--- config.mk ---
export PLATFORM = sky130hd
export DESIGN_NAME = regfile_dump
export DESIGN_NICKNAME = d
export VERILOG_FILES = /design/src/rtl/regfile_dump.sv
export SDC_FILE = /design/constraint.sdc
export NUM_CORES = 2
export LEC_CHECK = 0
export BUFFER_PORTS_ARGS = -buffer_cell sky130_fd_sc_hd__buf_2
export CAP_MARGIN = 30
export CORE_UTILIZATION = 48
export CTS_BUF_LIST = sky130_fd_sc_hd__clkbuf_4 sky130_fd_sc_hd__clkbuf_8
export CTS_CLUSTER_SIZE = 16
export DETAILED_ROUTE_END_ITERATION = 12
export PLACE_DENSITY = 0.71
export RECOVER_POWER = 50
export SYNTH_ARGS = -nofsm -noshare
export SYNTH_HDL_FRONTEND = slang
export SYNTH_SLANG_ARGS = --single-unit
export TNS_END_PERCENT = 30
--- constraint.sdc ---
create_clock -name clk -period 3.5 [get_ports clk]
set_input_delay 0.525 -clock clk [delete_from_list [all_inputs] [get_ports clk]]
set_output_delay 0.525 -clock clk [all_outputs]
set_load 0.1 [all_outputs]
--- src/rtl/regfile_dump.sv ---
// ============================================================================
// regfile_dump
// ----------------------------------------------------------------------------
// 32 x 32-bit MIPS general-purpose register file. It has two combinational
// read ports and one write port, plus a dump engine that streams a snapshot
// of registers 0..DUMP_LAST over a valid/ready handshake.
//
// Parameters
//   BYPASS     1: a same-cycle write is forwarded to qa/qb.
//              0: reads return the stored value only.
//   DUMP_LAST  index of the last register streamed by the dump (0..31).
//
// Ports
//   clk         rising-edge clock
//   clrn        asynchronous active-low reset (clears registers and dump FSM)
//   rna, rnb    read register numbers
//   qa, qb      read data (combinational)
//   wn, d, we   write register number, write data and write enable
//   dump_start  starts a dump; only sampled while the engine is idle
//   dump_busy   engine not idle (registered)
//   dump_valid  dump_idx/dump_data hold a beat
//   dump_ready  consumer accepts the current beat
//   dump_idx    register number of the current beat
//   dump_data   snapshot of that register
//   dump_done   one-cycle pulse after the last beat
// ============================================================================
module regfile_dump #(
    parameter bit BYPASS    = 1'b1,
    parameter int DUMP_LAST = 31
) (
    input  logic        clk,
    input  logic        clrn,
    input  logic [4:0]  rna,
    input  logic [4:0]  rnb,
    output logic [31:0] qa,
    output logic [31:0] qb,
    input  logic [4:0]  wn,
    input  logic [31:0] d,
    input  logic        we,
    input  logic        dump_start,
    output logic        dump_busy,
    output logic        dump_valid,
    input  logic        dump_ready,
    output logic [4:0]  dump_idx,
    output logic [31:0] dump_data,
    output logic        dump_done
);

    localparam logic [4:0] LAST_IDX = DUMP_LAST[4:0];

    typedef enum logic [1:0] {
        S_IDLE = 2'd0,
        S_SEND = 2'd1,
        S_DONE = 2'd2
    } state_t;

    // ------------------------------------------------------------------------
    // Register array
    // ------------------------------------------------------------------------
    logic [31:0] regs_q [32];
    logic [31:0] regs_d [32];
    logic        write_hit;

    // Register 0 is hard-wired to zero, so writes to it are dropped here.
    assign write_hit = we && (wn != 5'd0);

    always_comb begin
        regs_d = regs_q;
        if (write_hit) begin
            regs_d[wn] = d;
        end
    end

    always_ff @(posedge clk or negedge clrn) begin
        if (!clrn) begin
            for (int i = 0; i < 32; i++) begin
                regs_q[i] <= '0;
            end
        end else begin
            regs_q <= regs_d;
        end
    end

    // ------------------------------------------------------------------------
    // Read ports
    // ------------------------------------------------------------------------
    always_comb begin
        qa = regs_q[rna];
        qb = regs_q[rnb];
        if (BYPASS && write_hit && (wn == rna)) begin
            qa = d;
        end
        if (BYPASS && write_hit && (wn == rnb)) begin
            qb = d;
        end
        if (rna == 5'd0) begin
            qa = '0;
        end
        if (rnb == 5'd0) begin
            qb = '0;
        end
    end

    // ------------------------------------------------------------------------
    // Dump engine
    // ------------------------------------------------------------------------
    state_t      state_q, state_d;
    logic [4:0]  dump_idx_q, dump_idx_d;
    logic [31:0] dump_data_q, dump_data_d;
    logic        dump_busy_q, dump_busy_d;
    logic [4:0]  idx_inc;

    always_comb begin
        state_d     = state_q;
        dump_idx_d  = dump_idx_q;
        dump_data_d = dump_data_q;
        idx_inc     = dump_idx_q + 5'd1;

        case (state_q)
            S_IDLE: begin
                if (dump_start) begin
                    state_d     = S_SEND;
                    dump_idx_d  = 5'd0;
                    dump_data_d = '0;   // register 0 always reads zero
                end
            end
            S_SEND: begin
                if (dump_ready) begin
                    if (dump_idx_q == LAST_IDX) begin
                        state_d = S_DONE;
                    end else begin
                        dump_idx_d  = idx_inc;
                        // regs_d already carries a write landing on this
                        // edge, so the loaded snapshot sees the new value.
                        dump_data_d = regs_d[idx_inc];
                    end
                end
            end
            S_DONE: begin
                state_d = S_IDLE;
            end
            default: begin
                state_d = S_IDLE;
            end
        endcase

        dump_busy_d = (state_d != S_IDLE);
    end

    always_ff @(posedge clk or negedge clrn) begin
        if (!clrn) begin
            state_q     <= S_IDLE;
            dump_idx_q  <= '0;
            dump_data_q <= '0;
            dump_busy_q <= 1'b0;
        end else begin
            state_q     <= state_d;
            dump_idx_q  <= dump_idx_d;
            dump_data_q <= dump_data_d;
            dump_busy_q <= dump_busy_d;
        end
    end

    assign dump_busy  = dump_busy_q;
    assign dump_valid = (state_q == S_SEND);
    assign dump_done  = (state_q == S_DONE);
    assign dump_idx   = dump_idx_q;
    assign dump_data  = dump_data_q;

endmodule

==> insert_results.sql <==
INSERT INTO impl_metrics (metric_group, metric, value, unit) VALUES
('yosys', 'synth_cells', '6042', ''),
('cells_and_area', 'layoutNonFillerInstCount', '8694', ''),
('critical_path', 'setup.worst_path.class', 'input port to flip-flop', ''),
('timing', 'setup_viol', '64', ''),
('clock_network', 'tritoncts.num_buffers', '196', ''),
('die', 'die_footprint', '143000', 'um^2'),
('routing', 'wl_per_cell', '45.4', 'um'),
('place', 'dp.final_hpwl', '279000', 'um'),
('yosys', 'asyncSetResetFlopFracSynth', '100', '%'),
('place', 'port_buffers', '155', ''),
('routing', 'post-route-drc-count', '0', ''),
('yosys', 'synth.ff_latch_count', '1064', ''),
('yosys', 'post-synth-top-area-cell', 'sky130_fd_sc_hd__dfrtp_1', ''),
('die', 'core', '140000', 'um^2'),
('clock_network', 'clockBufferDepth', '3', ''),
('timing', 'report.final.hold_viol_count', '0', ''),
('routing', 'length_of_the_first_detailed_routing_pass_in_iterations', '9', ''),
('clock_network', 'clockRootBuffer', 'sky130_fd_sc_hd__clkbuf_8', ''),
('global_route', 'wire_length_of_the_first_global_routing_pass', '532000', 'um'),
('critical_path', 'r2r_end', 'dump_data[3]', ''),
('global_route', 'grt_start_max_net_pins', '88', ''),
('critical_path', 'reg2reg_depth', '10', ''),
('power', 'power.density_cell_area', '737', 'nW/um^2'),
('hold_path', 'hold-path-endpoint', 'regs_q[163]', ''),
('place', 'place_inst', '8247', ''),
('critical_path', 'r2r_start', 'dump_idx[0]', ''),
('clock_network', 'cts_tree', 'done', ''),
('die', 'die_width', '379', 'um'),
('yosys', 'netlist_top_cells_area', 'sky130_fd_sc_hd__dfrtp_1 (39%), sky130_fd_sc_hd__mux4_2 (22%), sky130_fd_sc_hd__mux2_2 (9.9%), sky130_fd_sc_hd__nand2_1 (5.4%), sky130_fd_sc_hd__o21ai_0 (2.4%)', ''),
('die', 'ios', '156', ''),
('hold_path', 'min-delay-start', 'd[3]', ''),
('cells_and_area', 'fin_nets', '6681', ''),
('timing', 'slew-limit-headroom', '-78.4', '%'),
('die', 'std_cell_rows', '137', ''),
('yosys', 'syn_area_per_cell', '11.3', 'um^2'),
('flow_run', 'cap_viol_max_count', '10', ''),
('timing', 'setup_slack', '-304', 'ps'),
('routing', 'wl', '394000', 'um'),
('critical_path', 'endpoint_kind', 'flip-flop', ''),
('hold_path', 'holdCritPathClass', 'input port to flip-flop', ''),
('yosys', 'synth.yosys.warnings', '0', ''),
('yosys', 'synth_top_cell_area_share', '39.1', '%'),
('die', 'die-height', '379', 'um'),
('routing', 'routed_via_density', '7.57', ''),
('critical_path', 'critPathMaxFanout', '11', ''),
('routing', 'num_vias', '65807', ''),
('outcome', 'result_of_the_run', 'finished, violations left', ''),
('timing', 'final_period_util', '109', '%'),
('cells_and_area', 'syn2layout_area_growth', '22.6', '%'),
('global_route', 'number_of_antenna_violations_at_the_first_check_in_global_routing', '48', ''),
('cells_and_area', 'post-route-util', '59.6', '%'),
('clock_network', 'insertion_delay_of_the_later_clocked_pin_in_the_worst_skew_pair', '990', 'ps'),
('critical_path', 'timing.critical_path.arrival', '4650', 'ps'),
('timing', 'maxSlewViolCount', '170', ''),
('yosys', 'synth_edf_count', '0', ''),
('routing', 'drtAntennaViolNets', '0', ''),
('critical_path', 'critical_path.startpoint', 'wn[4]', ''),
('yosys', 'syn_nets', '6096', ''),
('global_route', 'grt_usage', '54.9', '%'),
('power', 'vdd_ir_drop_max', '644', 'uV'),
('clock_network', 'htree_levels', '4', ''),
('yosys', 'ys_seq_area_share', '39.1', '%'),
('power', 'p_total', '61.5', 'mW'),
('critical_path', 'setup.worst_path.start_class', 'input port', ''),
('yosys', 'dominantRegCellSynth', 'sky130_fd_sc_hd__dfrtp_1', ''),
('clock_network', 'numClockSinks', '1064', ''),
('place', 'dp_worst_setup_slack', '-192', 'ps'),
('critical_path', 'worstPathRequired', '4340', 'ps'),
('outcome', 'violated_checks', 'max-capacitance violations, max-slew violations, negative setup slack', ''),
('global_route', 'grt_pass1_vias', '63009', ''),
('timing', 'fin_skew', '62.3', 'ps');
critical path, stage by stage:
cell and delay (ps):
sky130_fd_sc_hd__clkbuf_1 250, sky130_fd_sc_hd__nand4bb_1 380, sky130_fd_sc_hd__buf_12 220, sky130_fd_sc_hd__nor2_1 130, sky130_fd_sc_hd__clkbuf_1 1570, sky130_fd_sc_hd__buf_4 450, sky130_fd_sc_hd__mux2_2 370, sky130_fd_sc_hd__mux4_2 510
sky130_fd_sc_hd__nor2_1 110, sky130_fd_sc_hd__o41ai_1 70
logic make-up after synthesis:
kind of cell | share of synthesized area, %
fa+ha+maj | 0.0367
flops | 39.1
buf+inv | 4.48
mux | 34.2
xor+xnor | 0.255
compound gates | 11.6
simple gates | 10.4
power breakdown:
part           switching [mW]  total (mW)  internal, mW
clock                    6.07        13.3          7.25
sequential               2.77        17.5          14.7
combinational            19.5        30.7          11.3
worst max path at each step:
stage,slack [ps],depth (start not counted),to
3_5_place_dp,-190,9,qb[25]
2_1_floorplan,-370,8,qa[0]
3_3_place_gp,-210,9,qb[25]
6_report,-300,10,dump_data[31]
5_1_grt,-200,6,qb[16]
4_1_cts,-160,6,qb[16]
per-stage QoR:
stage               area, um^2  hold slack [ps]
finish                   83600             23.1
global route             83500             36.3
CTS                      84100             3.88
detailed placement       79100              400
global placement         79100              399
floorplan                69000              229
cells in the final DEF, fill, tap and decap left out, types with 18 or more instances in the layout:
| cell type | synthesis | final |
|---|---|---|
| sky130_fd_sc_hd__o311ai_0 | 18 | 18 |
| sky130_fd_sc_hd__a21oi_1 | 120 | 113 |
| sky130_fd_sc_hd__clkbuf_1 | 391 | 60 |
| sky130_fd_sc_hd__o2111ai_1 | 19 | 19 |
| sky130_fd_sc_hd__o22ai_1 | 145 | 145 |
| sky130_fd_sc_hd__clkbuf_2 | 0 | 18 |
| sky130_fd_sc_hd__o21ai_0 | 326 | 322 |
| sky130_fd_sc_hd__clkbuf_4 | 0 | 85 |
| sky130_fd_sc_hd__nand2_1 | 976 | 971 |
| sky130_fd_sc_hd__mux2i_4 | 0 | 22 |
| sky130_fd_sc_hd__buf_4 | 26 | 648 |
| sky130_fd_sc_hd__mux4_2 | 662 | 662 |
| sky130_fd_sc_hd__a221oi_1 | 31 | 31 |
| sky130_fd_sc_hd__diode_2 | 0 | 38 |
| sky130_fd_sc_hd__a211oi_4 | 0 | 62 |
| sky130_fd_sc_hd__nor2_1 | 297 | 298 |
| sky130_fd_sc_hd__mux2_1 | 3 | 37 |
| sky130_fd_sc_hd__dfrtp_2 | 0 | 29 |
| sky130_fd_sc_hd__o32ai_1 | 23 | 22 |
| sky130_fd_sc_hd__nand3_1 | 82 | 82 |
| sky130_fd_sc_hd__a31oi_1 | 19 | 19 |
| sky130_fd_sc_hd__mux2i_1 | 162 | 130 |
| sky130_fd_sc_hd__buf_6 | 1 | 23 |
| sky130_fd_sc_hd__clkbuf_8 | 0 | 237 |
| sky130_fd_sc_hd__mux2_2 | 596 | 562 |
| sky130_fd_sc_hd__inv_1 | 36 | 36 |
| sky130_fd_sc_hd__a211oi_1 | 111 | 39 |
| sky130_fd_sc_hd__buf_12 | 0 | 209 |
| sky130_fd_sc_hd__buf_2 | 186 | 85 |
| sky130_fd_sc_hd__or3_1 | 47 | 47 |
| sky130_fd_sc_hd__a22oi_1 | 37 | 37 |
| sky130_fd_sc_hd__o211ai_1 | 91 | 91 |
| sky130_fd_sc_hd__dfrtp_1 | 1064 | 1034 |
| sky130_fd_sc_hd__nor4_1 | 19 | 19 |
| sky130_fd_sc_hd__nor3_1 | 83 | 83 |
| sky130_fd_sc_hd__o221ai_1 | 24 | 24 |
| sky130_fd_sc_hd__clkinv_2 | 0 | 26 |
sequential cells by signal (all words and copies together) (netlist names):
| name | cells |
|---|---|
| state_q | 2 |
| dump_busy | 1 |
| dump_idx | 5 |
| dump_data | 32 |
| regs_q | 1024 |
Yosys cell counts, drive strengths merged (18+ instances only):
library cell	n
inv	38
o21ai	347
nor3	83
o311ai	20
a221oi	31
mux2i	162
a21oi	120
a211oi	111
nor4	19
o22ai	145
nand3	82
clkbuf	391
o32ai	23
mux4	662
o2111ai	19
o211ai	91
or3	47
nor2	313
dfrtp	1064
buf	293
a22oi	37
nor2b	18
mux2	600
nand2	979
o221ai	24
a31oi	19
layout make-up:
type                            count  area, um^2
Fill cell                       11682       56700
Multi-Input combinational cell   4254       39700
Sequential cell                  1064       26700
Timing Repair Buffer             1071       10300
Clock buffer                      308        3790
Tap cell                         1876        2350
Clock inverter                     43         422
Inverter                           40         155
Antenna cell                       38        95.1
metal layers:
metal	share of wire [%]	up-vias	GRT usage (%)
li1	-	24160	-
met1	35	33234	68.2
met2	40	6628	73.4
met3	16	1755	26.6
met4	9.2	30	40.7
met5	0.091	-	0.583
repair_timing:
item                                    in CTS  in global routing
resized for setup                          101                 33
endpoints found under the setup margin      57                 54
hold buffers                                 8                  0
pin swaps                                   30                 14
hold endpoints to repair                    66                  0
buffers inserted                            42                 14
(Power assumes the default switching activity.)
